===== src/rtl/text_pkg.sv =====
// Shared definitions for the text screen path: tile geometry, buffer
// address widths, the clear character and the write-arbiter states.
package text_pkg;

  localparam int COLS   = 80;
  localparam int ROWS   = 30;
  localparam int TILES  = COLS * ROWS;
  localparam int ADDR_W = 12;
  localparam int ROW_W  = 5;
  localparam int COL_W  = 7;

  localparam logic [7:0] BLANK = 8'h20;

  typedef enum logic {
    IDLE,
    CLEAR
  } arb_state_e;

endpackage


===== src/rtl/text_write_arbiter_if.sv =====
// Client-side and buffer-side signals of the text write arbiter. The
// master modport is the client/test side, slave is the arbiter.
interface text_write_arbiter_if
  import text_pkg::*;
#(
  parameter int NUM_REQ = 4,
  parameter int CHAR_W  = 8
);

  logic [NUM_REQ-1:0]        req;
  logic [NUM_REQ*ROW_W-1:0]  req_row;
  logic [NUM_REQ*COL_W-1:0]  req_col;
  logic [NUM_REQ*CHAR_W-1:0] req_char;
  logic [NUM_REQ-1:0]        grant;
  logic                      clear_req;
  logic                      clear_busy;
  logic                      wr_en;
  logic [ADDR_W-1:0]         wr_addr;
  logic [CHAR_W-1:0]         wr_data;
  logic                      range_err;

  modport master (
    output req, req_row, req_col, req_char, clear_req,
    input  grant, clear_busy, wr_en, wr_addr, wr_data, range_err
  );

  modport slave (
    input  req, req_row, req_col, req_char, clear_req,
    output grant, clear_busy, wr_en, wr_addr, wr_data, range_err
  );

endinterface


===== src/rtl/rr_arbiter.sv =====
// Combinational round-robin pick: searches from last_grant+1 upward,
// wrapping, over requests not masked by the previous grant.
module rr_arbiter #(
  parameter  int NUM_REQ = 4,
  localparam int IDX_W   = (NUM_REQ > 1) ? $clog2(NUM_REQ) : 1
) (
  input  logic [NUM_REQ-1:0] req,
  input  logic [NUM_REQ-1:0] mask,
  input  logic [IDX_W-1:0]   last_grant,
  output logic [NUM_REQ-1:0] winner
);

  logic [NUM_REQ-1:0] eligible;
  logic [IDX_W-1:0]   idx;
  logic               found;

  assign eligible = req & ~mask;

  // First eligible client in rotating priority order wins.
  always_comb begin
    winner = '0;
    idx    = '0;
    found  = 1'b0;
    for (int k = 0; k < NUM_REQ; k++) begin
      idx = IDX_W'((int'(last_grant) + k + 1) % NUM_REQ);
      if (!found && eligible[idx]) begin
        winner[idx] = 1'b1;
        found       = 1'b1;
      end
    end
  end

endmodule


===== src/rtl/text_write_arbiter.sv =====
// Write-side controller for the character screen buffer: round-robin
// arbitration between display clients, tile-to-linear address mapping,
// and a full-screen clear sweep that pre-empts client writes.
module text_write_arbiter
  import text_pkg::*;
#(
  parameter int               NUM_REQ = 4,
  parameter int               COLS    = text_pkg::COLS,
  parameter int               ROWS    = text_pkg::ROWS,
  parameter int               CHAR_W  = 8,
  parameter logic [CHAR_W-1:0] BLANK  = text_pkg::BLANK
) (
  input  logic                 clk,
  input  logic                 reset_n,
  text_write_arbiter_if.slave  bus
);

  localparam int IDX_W = (NUM_REQ > 1) ? $clog2(NUM_REQ) : 1;
  localparam logic [ADDR_W-1:0] LAST_ADDR = ADDR_W'(ROWS * COLS - 1);

  arb_state_e          state_q, state_d;
  logic [ADDR_W-1:0]   clear_addr_q, clear_addr_d;
  logic [NUM_REQ-1:0]  mask_q, mask_d;
  logic [IDX_W-1:0]    last_grant_q, last_grant_d;

  logic [NUM_REQ-1:0]  grant_q, grant_d;
  logic                wr_en_q, wr_en_d;
  logic [ADDR_W-1:0]   wr_addr_q, wr_addr_d;
  logic [CHAR_W-1:0]   wr_data_q, wr_data_d;
  logic                clear_busy_q, clear_busy_d;
  logic                range_err_q, range_err_d;

  logic [NUM_REQ-1:0]  winner;
  logic [IDX_W-1:0]    win_idx;
  logic [ROW_W-1:0]    win_row;
  logic [COL_W-1:0]    win_col;
  logic [CHAR_W-1:0]   win_char;
  logic [ADDR_W-1:0]   win_addr;
  logic                win_in_range;

  rr_arbiter #(.NUM_REQ(NUM_REQ)) u_rr (
    .req        (bus.req),
    .mask       (mask_q),
    .last_grant (last_grant_q),
    .winner     (winner)
  );

  // Select the winning client's index and payload from the packed buses.
  always_comb begin
    // NOTE: every always_comb target gets a default before any branch,
    // so no path leaves it unassigned and no latch is inferred.
    win_idx  = '0;
    win_row  = '0;
    win_col  = '0;
    win_char = '0;
    for (int i = 0; i < NUM_REQ; i++) begin
      if (winner[i]) begin
        win_idx  = IDX_W'(i);
        win_row  = bus.req_row[i*ROW_W +: ROW_W];
        win_col  = bus.req_col[i*COL_W +: COL_W];
        win_char = bus.req_char[i*CHAR_W +: CHAR_W];
      end
    end
  end

  // Tile to linear address; 80 columns reduces to two shifts and an add.
  generate
    if (COLS == 80) begin : g_addr_shift
      assign win_addr = (ADDR_W'(win_row) << 6) + (ADDR_W'(win_row) << 4)
                      + ADDR_W'(win_col);
    end else begin : g_addr_mult
      assign win_addr = ADDR_W'(win_row) * ADDR_W'(COLS) + ADDR_W'(win_col);
    end
  endgenerate

  assign win_in_range = (win_row < ROW_W'(ROWS)) && (win_col < COL_W'(COLS));

  // Next-state and next-output logic for the IDLE/CLEAR controller.
  always_comb begin
    state_d      = state_q;
    clear_addr_d = clear_addr_q;
    mask_d       = mask_q;
    last_grant_d = last_grant_q;
    grant_d      = '0;
    wr_en_d      = 1'b0;
    wr_addr_d    = wr_addr_q;
    wr_data_d    = wr_data_q;
    clear_busy_d = 1'b0;
    range_err_d  = 1'b0;

    unique case (state_q)
      IDLE: begin
        if (bus.clear_req) begin
          state_d      = CLEAR;
          clear_addr_d = '0;
          mask_d       = '0;
          clear_busy_d = 1'b1;
          wr_en_d      = 1'b1;
          wr_addr_d    = '0;
          wr_data_d    = BLANK;
        end else if (|winner) begin
          grant_d      = winner;
          last_grant_d = win_idx;
          mask_d       = winner;
          if (win_in_range) begin
            wr_en_d   = 1'b1;
            wr_addr_d = win_addr;
            wr_data_d = win_char;
          end else begin
            range_err_d = 1'b1;
          end
        end else begin
          mask_d = '0;
        end
      end

      CLEAR: begin
        mask_d = '0;
        // clear_addr tracks the address on the write port this cycle.
        if (clear_addr_q == LAST_ADDR) begin
          state_d = IDLE;
        end else begin
          clear_addr_d = clear_addr_q + 1'b1;
          clear_busy_d = 1'b1;
          wr_en_d      = 1'b1;
          wr_addr_d    = clear_addr_q + 1'b1;
          wr_data_d    = BLANK;
        end
      end

      default: state_d = IDLE;
    endcase
  end

  // State and registered outputs; reset abandons any sweep in progress.
  always_ff @(posedge clk or negedge reset_n) begin
    if (!reset_n) begin
      state_q      <= IDLE;
      clear_addr_q <= '0;
      mask_q       <= '0;
      last_grant_q <= IDX_W'(NUM_REQ - 1);
      grant_q      <= '0;
      wr_en_q      <= 1'b0;
      wr_addr_q    <= '0;
      wr_data_q    <= '0;
      clear_busy_q <= 1'b0;
      range_err_q  <= 1'b0;
    end else begin
      // NOTE: non-blocking assignments so every register samples the
      // pre-edge values regardless of statement order.
      state_q      <= state_d;
      clear_addr_q <= clear_addr_d;
      mask_q       <= mask_d;
      last_grant_q <= last_grant_d;
      grant_q      <= grant_d;
      wr_en_q      <= wr_en_d;
      wr_addr_q    <= wr_addr_d;
      wr_data_q    <= wr_data_d;
      clear_busy_q <= clear_busy_d;
      range_err_q  <= range_err_d;
    end
  end

  assign bus.grant      = grant_q;
  assign bus.wr_en      = wr_en_q;
  assign bus.wr_addr    = wr_addr_q;
  assign bus.wr_data    = wr_data_q;
  assign bus.clear_busy = clear_busy_q;
  assign bus.range_err  = range_err_q;

endmodule


===== src/flat_wrapper.sv =====
// flat-port wrapper written by rule: the top's interface ports become plain ports
module text_write_arbiter_flat import text_pkg::*;
#(
  parameter int               NUM_REQ = 4,
  parameter int               COLS    = text_pkg::COLS,
  parameter int               ROWS    = text_pkg::ROWS,
  parameter int               CHAR_W  = 8,
  parameter logic [CHAR_W-1:0] BLANK  = text_pkg::BLANK
)
  (clk, reset_n, bus_req, bus_req_row, bus_req_col, bus_req_char, bus_clear_req, bus_grant, bus_clear_busy, bus_wr_en, bus_wr_addr, bus_wr_data, bus_range_err);
  text_write_arbiter_if #(.NUM_REQ(NUM_REQ), .CHAR_W(CHAR_W)) bus_i ();
  input  logic clk;
  input  logic reset_n;
  input wire logic [$bits(bus_i.req)-1:0] bus_req;
  input wire logic [$bits(bus_i.req_row)-1:0] bus_req_row;
  input wire logic [$bits(bus_i.req_col)-1:0] bus_req_col;
  input wire logic [$bits(bus_i.req_char)-1:0] bus_req_char;
  input wire logic [$bits(bus_i.clear_req)-1:0] bus_clear_req;
  output wire logic [$bits(bus_i.grant)-1:0] bus_grant;
  output wire logic [$bits(bus_i.clear_busy)-1:0] bus_clear_busy;
  output wire logic [$bits(bus_i.wr_en)-1:0] bus_wr_en;
  output wire logic [$bits(bus_i.wr_addr)-1:0] bus_wr_addr;
  output wire logic [$bits(bus_i.wr_data)-1:0] bus_wr_data;
  output wire logic [$bits(bus_i.range_err)-1:0] bus_range_err;
  assign bus_i.req = bus_req;
  assign bus_i.req_row = bus_req_row;
  assign bus_i.req_col = bus_req_col;
  assign bus_i.req_char = bus_req_char;
  assign bus_i.clear_req = bus_clear_req;
  assign bus_grant = bus_i.grant;
  assign bus_clear_busy = bus_i.clear_busy;
  assign bus_wr_en = bus_i.wr_en;
  assign bus_wr_addr = bus_i.wr_addr;
  assign bus_wr_data = bus_i.wr_data;
  assign bus_range_err = bus_i.range_err;
  text_write_arbiter #(.NUM_REQ(NUM_REQ), .COLS(COLS), .ROWS(ROWS), .CHAR_W(CHAR_W), .BLANK(BLANK)) u_core (.clk(clk), .reset_n(reset_n), .bus(bus_i));
endmodule

===== config.mk =====
export PLATFORM = sky130hd
export DESIGN_NAME = text_write_arbiter_flat
export DESIGN_NICKNAME = d
export VERILOG_FILES = /design/src/rtl/text_pkg.sv /design/src/rtl/text_write_arbiter_if.sv /design/src/rtl/rr_arbiter.sv /design/src/rtl/text_write_arbiter.sv /design/src/flat_wrapper.sv
export SDC_FILE = /design/constraint.sdc
export NUM_CORES = 1
export LEC_CHECK = 0
export BUFFER_PORTS_ARGS = -buffer_cell sky130_fd_sc_hd__buf_2
export CAP_MARGIN = 10
export CORE_AREA = 3 3 83 85
export DETAILED_ROUTE_END_ITERATION = 8
export DIE_AREA = 0 0 86 88
export MAX_ROUTING_LAYER = met4
export PLACE_DENSITY = 0.87
export SYNTH_ARGS = -nofsm -noshare
export SYNTH_HDL_FRONTEND = slang
export SYNTH_SLANG_ARGS = --single-unit

===== constraint.sdc =====
create_clock -name clk -period 9.39 [get_ports clk]
set_clock_uncertainty 0.05 [all_clocks]
set_input_delay 1.4085 -clock clk [delete_from_list [all_inputs] [get_ports clk]]
set_output_delay 1.4085 -clock clk [all_outputs]
set_load 0.01 [all_outputs]

; Yosys cells after proc, flatten, opt, wreduce, memory -nomap -nowiden
; Index checks and enable logic that the tools add are counted.
[word_totals]
mem_bits_ro = 0
input_bits = 87
ram_bits = 0
n_memories = 0
output_inout_bits = 27
latchBits = 0
reg_bits = 45
[op_classes]
reduce_logical = 15
bitwise = 7
magnitude_cmp = 10
add_sub_neg = 9
mul = 0
div = 0
muxes = 65
n_eq_ne = 5
n_shift = 0
[op_table]
columns = cell, n
row1 = 2-to-1 mux 8 bit, 8
row2 = 2-to-1 mux 12 bit, 5
row3 = one-hot mux 12 bit (2 select lines), 2
row4 = 2-to-1 mux 4 bit, 7
row5 = 2-to-1 mux 7 bit, 4
row6 = 2-to-1 mux 1 bit, 21
row7 = 2-to-1 mux 5 bit, 4
row8 = one-hot mux 8 bit (2 select lines), 1
row9 = adder 11 x 9 -> 12 bit, 1
row10 = adder 12 x 1 -> 12 bit (second input constant), 1
row11 = adder 12 x 7 -> 12 bit, 1
row12 = equality test 12 bit (second input constant), 1
row13 = less-than comparator 2 x 3 -> 1 bit (second input constant), 4
row14 = OR 4 bit, 3
row15 = adder 2 x 1 -> 2 bit (second input constant), 4
row16 = binary-select mux 1 bit (select 2 bit), 4
row17 = demux 1 bit (select 2 bit), 4
row18 = greater-or-equal comparator 2 x 1 -> 1 bit (second input constant), 4
row19 = logical AND 1 bit, 8
row20 = one-hot mux 4 bit (2 select lines), 1
row21 = less-than comparator 7 bit (second input constant), 1
row22 = != test 3 x 2 -> 1 bit (second input constant), 2
row23 = AND reduction 3 bit, 2
row24 = less-than comparator 5 bit (second input constant), 1
row25 = 10 further kinds, 17

; Longest topological paths before layout
; Gate-level depths: netlist (run 1).
[logic_depth]
ltp_word = 24
mapped_depth = 24
ltp_nobuf = 21

; Modules after synthesis
; A second synthesis (run 1) with hierarchy kept.
[hier_totals]
hier_cells = 343
area_unflattened_um2 = 3250.6
[by_module_without_submodules]
columns = module, instances, cells_per_inst, seq_area_each_um2, area_per_inst_um2
row1 = text_write_arbiter, 1, 292, 1028.5, 2792.7
row2 = rr_arbiter, 1, 51, 0.0, 457.9

; Worst setup path before layout (run 1)
; Ideal clock, no wire load.
[synth_timing]
path_kind = input -> register
start = in bus_req[1]
end = reg u_core.wr_addr_q[10] (netlist: u_core.bus.wr_addr[10])
required_ns = 9.215
arrival_ns = 5.659
n_path_buf = 2
setup_slack_ns = 3.556
path_stages = 18
cell_sequence = nor2b_1 mux4_1 a22o_1 or3_1 buf_2 clkbuf_1 a221o_1 o21ai_0 o21ai_0 fa_1 ha_1 a21o_1 a21o_1 a21o_1 a21oi_1 xor2_1 o21ai_0 mux2_4
[synth_via]
elab_chain_len = 23
word_cells_on_any_way = 46
cone_classes = 2 x add/sub / 2 x order compare / 2 x eq/ne / 27 x mux / 4 x bitwise / 9 x reduce/logical
[synth_lines]
columns = element, line_no
row1 = from (decl), flat_wrapper.sv:14  ; input wire logic [$bits(bus_i.req)-1:0] bus_req;
row2 = AND 4 bit *, rr_arbiter.sv:17  ; assign eligible = req & ~mask;
row3 = binary-select mux 1 bit (select 2 bit), rr_arbiter.sv:26  ; if (!found && eligible[idx]) begin
row4 = 2-to-1 mux 1 bit (not written as such), rr_arbiter.sv:26
row5 = 2-to-1 mux 1 bit, rr_arbiter.sv:26
row6 = zero test 1 bit, rr_arbiter.sv:26
row7 = logical AND 1 bit, rr_arbiter.sv:26
row8 = 2-to-1 mux 1 bit, rr_arbiter.sv:26
row9 = zero test 1 bit, rr_arbiter.sv:26
row10 = (+4 left out), -
row11 = 2-to-1 mux 4 bit *, rr_arbiter.sv:26
row12 = 2-to-1 mux 5 bit (4 in series), text_write_arbiter.sv:57  ; if (winner[i]) begin
row13 = adder 11 x 9 -> 12 bit, text_write_arbiter.sv:69  ; assign win_addr = (ADDR_W'(win_row) << 6) + (ADDR_W'(win_row) << 4)
row14 = adder 12 x 7 -> 12 bit, text_write_arbiter.sv:70  ; + ADDR_W'(win_col);
row15 = 2-to-1 mux 12 bit, text_write_arbiter.sv:105  ; if (win_in_range) begin
row16 = 2-to-1 mux 12 bit, text_write_arbiter.sv:101  ; end else if (|winner) begin
row17 = 2-to-1 mux 12 bit, text_write_arbiter.sv:93  ; if (bus.clear_req) begin
row18 = one-hot mux 12 bit (2 select lines), text_write_arbiter.sv:91  ; unique case (state_q)
row19 = to (signal assigned), text_write_arbiter.sv:157  ; wr_addr_q <= wr_addr_d;
row20 = to (decl), text_write_arbiter.sv:28  ; logic [ADDR_W-1:0] wr_addr_q, wr_addr_d;
; Every way passes the cells marked *; elsewhere a longest branch is shown, timed or not. The select of a mux whose other input is x is not followed.
; A chain may end at the register's enable or synchronous reset.

; Worst setup path after layout (run 1)
[layout_timing]
start = in bus_req[0]
end = reg u_core.wr_addr_q[10] (netlist: u_core.bus.wr_addr[10])
; The elaborated chain is that of the path after synthesis.

==> summary.md, run 1 <==
| Metric | Value |
|---|---|
| R2R Path Start | u_core.last_grant_q[0]$_DFFE_PN1P_ |
| PwrDens | 303 nW/µm² |
| Post-synth top flop | dfrtp_1 |
| CP startpoint kind | input port |
| CTS buffer count | 5 |
| Cell total after placement | 540 |
| Ports | 114 |
| CTS Buffer Depth | 2 |
| Util after Layout | 0.636 |
| Pre-CTS setup slack | 3.03 ns |
| Largest net degree at the start of global routing | 42 |
| Final WS setup | 3.34 ns |
| Post-synthesis cell count | 364 |
| Tmin final | 6.05 ns |
| Synthesis-stage register bit count | 41 |
| Setup slack, reg-to-reg | 3.39 ns |
| Hold_buf cts | 0 |
| Setup-failing EPs final | 0 |
| Leakage power | 1.93 nW |
| Clock slew at reported path FFs | 0.08 ns |
| Final hold vios | 0 |
| Final total negative setup slack | 0 ns |
| # Post-CTS Setup Buffers | 0 |
| FMAX | 165 MHz |
| Detailed Place HPWL | 7520 µm |
| Worst reg2reg endpoint | u_core.bus.wr_addr[10]$_DFFE_PN0P_ |
| CTS tree | yes |
| Post_cts resized | 0 |
| Critical path arrival | 6.20 ns |
| Drt first pass iters | 6 |
| Fin nets | 576 |
| First-pass GRT wire length | 15800 µm |
| HP Class | flip-flop to flip-flop |
| Worst hold endpoint | u_core.bus.wr_addr[9]$_DFFE_PN0P_ |
| P&R area growth vs syn | 23.1% |
| Hold Path Stages | 1 |
| Status | completed |
| Synth warn | 0 |
| Synthesized area | 3240 µm² |
| Unique masters post-synth | 67 |
| Worst-path fanout max | 17 |
| Area of the die | 7570 µm² |
| Detailed Route Iter0 Violations | 178 |
| IO Port Bufs | 113 |
| Core Box Area | 6280 µm² |
| H-tree depth | 2 |
| Max-slew headroom | 0.363 |
| Most frequent cells in the layout | buf_2 (113), nand2_1 (46), dfrtp_1 (39) |
| Total power | 0.00121 W |
| FF-to-FF path depth | 17 |
| CTS sink cnt | 41 |
| Syn_nets | 470 |
| Routability Congestion | 1.03 |
| Final period util | 0.644 |
| DR WL/cell | 17.6 µm |
| CP Launch Point | bus_req[0] |
| GR Util All Layers | 0.274 |
| Max-Cap Viols | 0 |
| Req. time, crit path | 9.54 ns |
| Peak supply drop | 0.191 mV |
| GR Overflow Total | 0 |
| Row cnt | 29 |
| Worst skew pair latency | 0.31 ns |
| Share of post-route cells with drive strength above 1 | 0.318 |
| Initial Utilization | 0.517 |
| Worst hold start | u_core.bus.wr_addr[9]$_DFFE_PN0P_ |
| Max Slew Vio Count | 0 |
| Post-Layout Cell Count | 548 |
| Most common cell after layout, fill and taps aside | buf_2 |
| Async SR Flop Fraction | 1.00 |
| DRC | 0 |
| Worst-margin pin slew | 0.949 ns |
| Crit end category | flip-flop |
| Die X | 86 µm |
| Die span in y | 88 µm |
| Via density | 6.18 |
| Post-route ant nets | 0 |
| Routed WL | 9630 µm |
| Syn Area/Cell | 8.91 µm² |
| Sequential share of the synthesized area | 0.317 |
| Filler instances | 542 |
| Vias | 3385 |
| RSZ-0062 raised after global routing | false |
| Initial antenna violation count | 0 |
| Antenna cell count | 0 |
| Post-synth EDFFs | 0 |
| CTS Root Cell | clkbuf_8 |
| Crit Path Category | input port to flip-flop |
| Number of global-route vias before repair | 3402 |
==> per-layer routing <==
| layer | track usage | up-vias | wire [µm] |
|---|---|---|---|
| met5 | - | - | 0 |
| met4 | 0.118 | 0 | 382 |
| met3 | 0.0536 | 41 | 1020 |
| met2 | 0.441 | 205 | 4540 |
| met1 | 0.334 | 1566 | 3690 |
| li1 | - | 1573 | - |
==> cell families (layout without fill, tap and decap cells) <==
kind of cell	Yosys count	in the layout	synth area share
AND/OR/NAND/NOR	134	134	0.217
AO/OA/AOI/OAI	114	114	0.261
flip-flops	41	41	0.317
buffers and inverters	34	141	0.0428
adder cells (fa/ha/maj)	19	19	0.0779
XOR/XNOR	13	13	0.0351
multiplexers	9	9	0.0486
==> through the flow <==
| stage | cell area (µm²) | hold slack, ns |
|---|---|---|
| 5_1_grt | 4000 | 0.473 |
| 3_5_place_dp | 3860 | 0.441 |
| 6_report | 4000 | 0.459 |
| 3_3_place_gp | 3860 | 0.433 |
| 2_1_floorplan | 3240 | 0.427 |
| 4_1_cts | 4000 | 0.464 |
==> registers in the layout, summed over array words and instances, names as in the netlist <==
register	cells
u_core.bus.wr_addr	12
u_core.clear_addr_q	12
u_core.bus.wr_data	8
u_core.bus.grant	4
u_core.last_grant_q	2
u_core.bus.clear_busy	1
u_core.bus.range_err	1
u_core.bus.wr_en	1
==> cells in the mapped netlist (all sizes together), types with 2 or more instances <==
master | n | area, µm²
nand2 | 46 | 173
dfrtp | 39 | 976
o21ai | 33 | 165
nor2 | 28 | 105
ha | 17 | 213
a221oi | 15 | 131
inv | 15 | 56.3
a21oi | 13 | 65.1
clkbuf | 13 | 48.8
nand3 | 13 | 65.1
o31ai | 12 | 95.1
a22o | 9 | 78.8
xnor2 | 8 | 70.1
a2bb2oi | 6 | 52.6
and3 | 6 | 37.5
buf | 6 | 33.8
mux2 | 6 | 82.6
nand2b | 6 | 37.5
nor3 | 6 | 40.0
a221o | 5 | 50.1
a31oi | 5 | 73.8
and2 | 5 | 32.5
nor2b | 5 | 31.3
xor2 | 5 | 43.8
a21o | 3 | 22.5
mux4 | 3 | 75.1
nand4 | 3 | 33.8
a211oi | 2 | 15.0
a32oi | 2 | 17.5
and4 | 2 | 20.0
dfstp | 2 | 52.6
fa | 2 | 40.0
nor3b | 2 | 15.0
nor4 | 2 | 33.8
or3 | 2 | 12.5
==> critical path, cell delays in order <==
cell and delay [ns]:
buf_2 0.11, nor2b_1 0.15, mux4_1 0.62, or3_1 0.36, and4_4 0.17, nor4_4 0.71, nand3_1 0.21, a31oi_2 0.42
fa_1 0.49, ha_1 0.31, a21o_1 0.18, a21o_1 0.20, a21o_1 0.18, a21oi_1 0.16, xor2_1 0.14, o21ai_0 0.10
mux2_4 0.27
==> layout make-up <==
| cell class | count | area [µm²] | area share |
|---|---|---|---|
| Multi-Input combinational cell | 289 | 2080 | 0.520 |
| Sequential cell | 41 | 1030 | 0.257 |
| Timing Repair Buffer | 118 | 603 | 0.151 |
| Tap cell | 77 | 96.3 | 0.0241 |
| Clock buffer | 5 | 68.8 | 0.0172 |
| Clock inverter | 3 | 65.1 | 0.0163 |
| Inverter | 15 | 56.3 | 0.0141 |
==> worst max-delay path by stage <==
stage | slack [ns] | end | cells past startpoint
after global placement | 3.19 | u_core.bus.wr_addr[10]$_DFFE_PN0P_ | 18
after floorplan | 3.56 | u_core.bus.wr_addr[10]$_DFFE_PN0P_ | 18
final | 3.34 | u_core.bus.wr_addr[10]$_DFFE_PN0P_ | 17
after detailed placement | 3.03 | u_core.bus.wr_addr[10]$_DFFE_PN0P_ | 17
after CTS | 3.35 | u_core.bus.wr_addr[10]$_DFFE_PN0P_ | 17
after global routing | 2.99 | u_core.bus.wr_addr[10]$_DFFE_PN0P_ | 18
==> power breakdown <==
part | leakage [nW] | switching [W] | total (W) | internal [W]
Combinational | 1.35 | 0.000452 | 0.000784 | 0.000332
Clock | 0.0681 | 0.0000643 | 0.000170 | 0.000106
Sequential | 0.514 | 0.0000407 | 0.000258 | 0.000217
No activity file was read; power rests on OpenSTA's default activity.
==> run 2: changes to the inputs <==
ABC_AREA = 1   (was unset)
CORE_AREA = 3 3 90 92   (was 3 3 83 85)
DIE_AREA = 0 0 93 95   (was 0 0 86 88)
PLACE_DENSITY = 0.8   (was 0.87)
clock period = 5.3 ns   (was 9.39 ns; I/O delays follow)
==> run 2 against run 1 <==
Effect of this change: setup slack worse by 2.7 ns; cell area up 1.2%; combinational power up 67%; via count up 10%; sequential share of layout area down 0.31 points; largest cell class unchanged; highest routed layer unchanged; non-clock buffer count unchanged; largest power group unchanged; sequential power up 77%.
==> summary.md, run 2 <==
| Metric | Value |
|---|---|
| Status | completed |
| Worst-margin pin slew | 0.917 ns |
| Final hold vios | 0 |
| Detailed Place HPWL | 8190 µm |
| Kind of cell adding the most delay to the critical path | simple AND/OR/NAND/NOR gates |
| HP Class | flip-flop to flip-flop |
| Share of post-route cells with drive strength above 1 | 0.254 |
| Post-synth top flop | dfrtp_1 |
| Post-route ant nets | 0 |
| Async SR Flop Fraction | 1.00 |
| Worst Path Buf+Inv | 4 |
| Die span in y | 95 µm |
| Post-synth EDFFs | 0 |
| Post_cts resized | 0 |
| Most frequent cell on the critical path | nor2_1 |
| Peak supply drop | 0.313 mV |
| Crit Path Category | flip-flop to flip-flop |
| Synthesized area | 3360 µm² |
| FMAX | 214 MHz |
| Core Box Area | 7290 µm² |
| Initial Utilization | 0.461 |
| Final total negative setup slack | 0 ns |
| Slowest stage delay, CP | 0.62 ns |
| Row cnt | 31 |
| Max-Cap Viols | 0 |
| CP startpoint kind | flip-flop |
| Clock Power Share | 0.103 |
| Syn Area/Cell | 6.68 µm² |
| Worst path slowest cell | dfstp_2 |
| Hold_ws | 0.463 ns |
| Sw Ratio | 0.520 |
| DRC | 0 |
| PwrDens | 487 nW/µm² |
| Drt first pass iters | 5 |
| Die X | 93 µm |
| Largest net degree at the start of global routing | 42 |
| P&R area growth vs syn | 20.4% |
| Most frequent cell after synthesis | nand2_1 |
| Total power | 0.00197 W |
| Final period util | 0.882 |
| Top cells by count, synth | nand2_1 (146), nand3_1 (72), inv_1 (46) |
| DR WL/cell | 14.6 µm |
| Synth warn | 0 |
| Ports | 114 |
| GR Util All Layers | 0.246 |
| Area of the die | 8840 µm² |
| Via density | 5.25 |
| Worst-path fanout max | 12 |
| Critical path arrival | 4.85 ns |
| GR Overflow Total | 0 |
| Worst skew pair latency | 0.29 ns |
| IO Port Bufs | 113 |
| Detailed Route Iter0 Violations | 232 |
| Leading area contributor after synthesis | dfrtp_1 |
| Number of global-route vias before repair | 3614 |
| Most frequent cells in the layout | nand2_1 (146), buf_2 (113), nand3_1 (72) |
| Comb power frac | 0.665 |
| Tmin final | 4.67 ns |
| Vias | 3725 |
| Pre-CTS setup slack | 0.686 ns |
| Setup-failing EPs final | 0 |
| First-pass GRT wire length | 16900 µm |
| Routability Congestion | 0.914 |
| Most common cell after layout, fill and taps aside | nand2_1 |
| NetSw | 0.00103 W |
| Flop pwr share | 0.232 |
| Initial antenna violation count | 0 |
| Pint | 0.000945 W |
| Dominant cells by area after synthesis | dfrtp_1 (29%), nand2_1 (16%), nand3_1 (11%) |
| Sequential share of the synthesized area | 0.306 |
| CP Launch Point | u_core.last_grant_q[0]$_DFFE_PN1P_ |
| Unique masters post-synth | 32 |
| CTS Root Cell | clkbuf_8 |
| # Post-CTS Setup Buffers | 0 |
| Final WS setup | 0.627 ns |
| CTS Buffer Depth | 2 |
| Routed WL | 10400 µm |
| Util after Layout | 0.555 |
| CTS tree | yes |
| Antenna cell count | 0 |
| CTS buffer count | 5 |
| Post-synthesis cell count | 503 |
| Synthesis-stage register bit count | 41 |
| RSZ-0062 raised after global routing | false |
| R2R Path Start | u_core.last_grant_q[0]$_DFFE_PN1P_ |
| Fin nets | 715 |
| Leakage power | 2.17 nW |
| Top cell type's share of synthesized area | 0.291 |
| H-tree depth | 2 |
| CTS sink cnt | 41 |
| Req. time, crit path | 5.48 ns |
| Max-slew headroom | 0.389 |
| Filler instances | 752 |
| Worst hold start | u_core.bus.wr_addr[5]$_DFFE_PN0P_ |
| Hold_buf cts | 0 |
| Crit end category | flip-flop |
| Max Slew Vio Count | 0 |
| Clock slew at reported path FFs | 0.08 ns |
| Syn_nets | 609 |
-- run 2: changes by cell type after synthesis, moves of 8 or more --
cell and change:
a21oi_1 +15, inv_1 +32, xnor2_1 -8, o21ai_0 +13, nand2_1 +100, nand3_2 +8
a22o_1 -9, a221oi_1 -15, nor2_1 +14, nand3_1 +59, o31ai_1 -8
-- run 2: final timing paths --
kind	to	slack, ns	depth (start not counted)
max	u_core.bus.wr_addr[10]$_DFFE_PN0P_	0.63	25
max reg2reg	u_core.bus.wr_addr[10]$_DFFE_PN0P_	0.63	25
min in group asynchronous	u_core.bus.range_err$_DFF_PN0_	0.57	1
min reg2reg	u_core.bus.wr_addr[5]$_DFFE_PN0P_	0.46	2
max in group asynchronous	u_core.clear_addr_q[11]$_DFFE_PN0P_	4.04	1
min	u_core.bus.wr_addr[5]$_DFFE_PN0P_	0.46	2
-- run 2: power groups by stage --
stage | registers, W | clock network [W] | logic [W]
floorplan | 0.000469 | 0 | 0.000977
global placement | 0.000459 | 0 | 0.00128
detailed placement | 0.000460 | 0 | 0.00130
CTS | 0.000457 | 0.000207 | 0.00131
global route | 0.000470 | 0.000216 | 0.00151
finish | 0.000457 | 0.000203 | 0.00131
-- run 2: cell families (layout without fill, tap and decap cells) --
logic type               after synthesis  after routing  share of synthesized area
adder cells (fa/ha/maj)               19             19                     0.0753
AO/OA/AOI/OAI                         83             83                      0.133
AND/OR/NAND/NOR                      288            288                      0.387
XOR/XNOR                               1              1                    0.00261
buffers and inverters                 71            178                     0.0954
flip-flops                            41             41                      0.306
-- run 2: worst reg2reg max path, stage by stage, from the launching register on --
cell     delay (ns)
dfstp_2        0.62
inv_2          0.13
ha_1           0.39
inv_1          0.11
nand3_2        0.10
nand2_4        0.11
nand2_2        0.09
inv_2          0.10
nand3_1        0.07
nand3_1        0.37
inv_1          0.13
nor3_2         0.23
nand2_1        0.08
nand2_1        0.13
fa_1           0.45
ha_1           0.29
a21oi_1        0.06
nor2_1         0.13
nor2_1         0.06
nor2_1         0.13
nor2_1         0.05
o21ai_0        0.20
nor2_1         0.08
o21ai_0        0.27
nand2_1        0.09
nand2_1        0.08
-- run 2: final cells by class --
cell class,count,area [µm²],area share
multi-input cells,391,2010,0.497
clock inverters,1,7.51,0.00186
inverters,52,195,0.0483
flip-flops and latches,41,1030,0.254
well taps,99,124,0.0306
clock buffers,7,76.3,0.0189
repair buffers,118,603,0.149
-- run 2: per-layer routing --
| metal | global-route usage | share of wire |
|---|---|---|
| met5 | - | 0 |
| met4 | 0.0586 | 0.012 |
| met3 | 0.0295 | 0.064 |
| met2 | 0.406 | 0.48 |
| met1 | 0.326 | 0.45 |
-- run 2: per-stage QoR --
| step | std cells | instance area, µm² |
|---|---|---|
| 4_1_cts | 709 | 4040 |
| 3_5_place_dp | 701 | 3960 |
| 3_3_place_gp | 701 | 3960 |
| 5_1_grt | 709 | 4040 |
| 2_1_floorplan | 503 | 3360 |
| 6_report | 709 | 4040 |
==> run 3: changes to the inputs <==
RECOVER_POWER = 100   (was unset)
SLEW_MARGIN = 20   (was unset)
==> run 3 against run 2 <==
Effect of this change: clock power hardly changed; setup slack worse by 0.082 ns; clock-buffer cell count stayed put; sequential share of layout area is 0.30 points higher; highest routed layer unchanged; utilization is 0.65 points lower; combinational power hardly changed; sequential power hardly changed; critical path depth stayed put; first-iteration DRC count is 13% lower; critical path type unchanged; hold slack hardly changed; the run now ends with max-capacitance violations, max-slew violations left; routed wire length is 0.38% lower.
==> summary.md, run 3 (synthesis results as in run 2) <==
| Metric | Value |
|---|---|
| P&R area growth vs syn | 19.0% |
| Slowest stage delay, CP | 0.62 ns |
| Critical path arrival | 4.93 ns |
| Filler instances | 771 |
| GR Overflow Total | 0 |
| Tmin final | 4.76 ns |
| Vias | 3704 |
| Pint | 0.000929 W |
| Flop pwr share | 0.235 |
| DRC | 0 |
| CTS Buffer Depth | 2 |
| GR Util All Layers | 0.246 |
| Area of the die | 8840 µm² |
| IO Port Bufs | 113 |
| Core Box Area | 7290 µm² |
| Clock Power Share | 0.104 |
| HP Class | flip-flop to flip-flop |
| Final period util | 0.897 |
| Fin nets | 715 |
| Initial Utilization | 0.461 |
| Max Slew Vio Count | 42 |
| Req. time, crit path | 5.47 ns |
| Kind of cell adding the most delay to the critical path | simple AND/OR/NAND/NOR gates |
| First-pass GRT wire length | 16900 µm |
| Worst skew pair latency | 0.29 ns |
| Max-Cap Viols | 1 |
| Routed WL | 10300 µm |
| Util after Layout | 0.548 |
| Post-route ant nets | 0 |
| Most frequent cells in the layout | nand2_1 (146), buf_2 (85), nand3_1 (73) |
| Most frequent cell on the critical path | nor2_1 |
| RSZ-0062 raised after global routing | false |
| Setup-failing EPs final | 0 |
| Final instance area | 4000 µm² |
| Max-slew headroom | -0.454 |
| CTS buffer count | 5 |
| CP startpoint kind | flip-flop |
| Comb power frac | 0.661 |
| DR WL/cell | 14.6 µm |
| Final total negative setup slack | 0 ns |
| Worst-margin pin slew | 2.18 ns |
| FMAX | 210 MHz |
| Ports | 114 |
| Detailed Place HPWL | 8190 µm |
| Hold_buf cts | 0 |
| Hold_ws | 0.463 ns |
| Die span in y | 95 µm |
| H-tree depth | 2 |
| Area after DPL | 3960 µm² |
| Peak supply drop | 0.300 mV |
| Most common cell after layout, fill and taps aside | nand2_1 |
| Post_cts resized | 0 |
| Number of global-route vias before repair | 3614 |
| CTS tree | yes |
| Initial antenna violation count | 0 |
| Worst Path Buf+Inv | 2 |
| Status | finished with violations |
| Drt first pass iters | 4 |
| Share of post-route cells with drive strength above 1 | 0.202 |
| PwrDens | 488 nW/µm² |
| Final hold vios | 0 |
| Sw Ratio | 0.524 |
| Die X | 93 µm |
| Worst-path fanout max | 24 |
| Via density | 5.22 |
| Leakage power | 2.07 nW |
| Clock slew at reported path FFs | 0.08 ns |
| NetSw | 0.00102 W |
| Routability Congestion | 0.914 |
| Crit Path Category | flip-flop to flip-flop |
| Antenna cell count | 0 |
| Failing checks | max-capacitance violations, max-slew violations |
| Worst path slowest cell | dfstp_2 |
| Detailed Route Iter0 Violations | 203 |
| # Post-CTS Setup Buffers | 0 |
| Largest net degree at the start of global routing | 42 |
| CTS sink cnt | 41 |
| CTS Root Cell | clkbuf_8 |
| Row cnt | 31 |
| Crit end category | flip-flop |
## run 3: changes by cell type in the layout (fill, tap and decap cells not counted), sizes merged
cell | previous run | this run
buf | 118 | 88
clkbuf | 7 | 37
## run 3: layer usage
metal  routed length, µm  GRT usage
met3                 723     0.0295
met1                4610      0.326
met4                 129     0.0586
met5                   0          -
met2                4870      0.406
## run 3: power by group through the flow
stage | clock [W] | sequential (W) | combinational (W)
detailed placement | 0 | 0.000460 | 0.00130
global route | 0.000216 | 0.000471 | 0.00149
global placement | 0 | 0.000459 | 0.00128
CTS | 0.000207 | 0.000457 | 0.00131
finish | 0.000203 | 0.000458 | 0.00129
floorplan | 0 | 0.000469 | 0.000977
## run 3: worst reg2reg max path: stages (launching register included)
cell and delay [ns]:
dfstp_2 0.62, inv_1 0.19, ha_1 0.42, inv_1 0.11, nand3_2 0.10, nand2_4 0.11, nand2_2 0.09, nor2_4 0.13
nand2_1 0.10, nand3_2 0.35, a21oi_1 0.12, nand2_1 0.08, o21ai_0 0.07, a21oi_1 0.24, fa_1 0.48, ha_1 0.29
a21oi_1 0.06, nor2_1 0.13, nor2_1 0.06, nor2_1 0.13, nor2_1 0.05, o21ai_0 0.20, nor2_1 0.08, o21ai_0 0.25
nand2_1 0.08, nand2_1 0.09
## run 3: path summary, 6_finish.rpt
check	start	slack (ns)	cells past startpoint	endpoint
setup reg to reg	u_core.last_grant_q[0]$_DFFE_PN1P_	0.54	25	u_core.bus.wr_addr[10]$_DFFE_PN0P_
min in group asynchronous	reset_n	1.08	1	u_core.bus.range_err$_DFF_PN0_
max in group asynchronous	reset_n	2.87	1	u_core.clear_addr_q[11]$_DFFE_PN0P_
hold reg to reg	u_core.bus.wr_addr[1]$_DFFE_PN0P_	0.46	2	u_core.bus.wr_addr[1]$_DFFE_PN0P_
setup / recovery	u_core.last_grant_q[0]$_DFFE_PN1P_	0.54	25	u_core.bus.wr_addr[10]$_DFFE_PN0P_
hold / removal	u_core.bus.wr_addr[1]$_DFFE_PN0P_	0.46	2	u_core.bus.wr_addr[1]$_DFFE_PN0P_
## run 3: area by class of cell
cell class                      instances  area (µm²)  area share
Multi-Input combinational cell        391        2000       0.502
Sequential cell                        41        1030       0.257
Timing Repair Buffer                  118         561       0.140
Inverter                               52         195      0.0488
Tap cell                               99         124      0.0310
Clock buffer                            7        76.3      0.0191
Clock inverter                          1        7.51     0.00188
## run 3: per-stage QoR
stage | worst slack, ns | power [W] | std cells
after floorplan | 1.03 | 0.00145 | 503
after CTS | 0.636 | 0.00197 | 709
after global placement | 0.794 | 0.00174 | 701
after detailed placement | 0.686 | 0.00176 | 701
final | 0.544 | 0.00195 | 709
after global routing | 0.117 | 0.00218 | 709
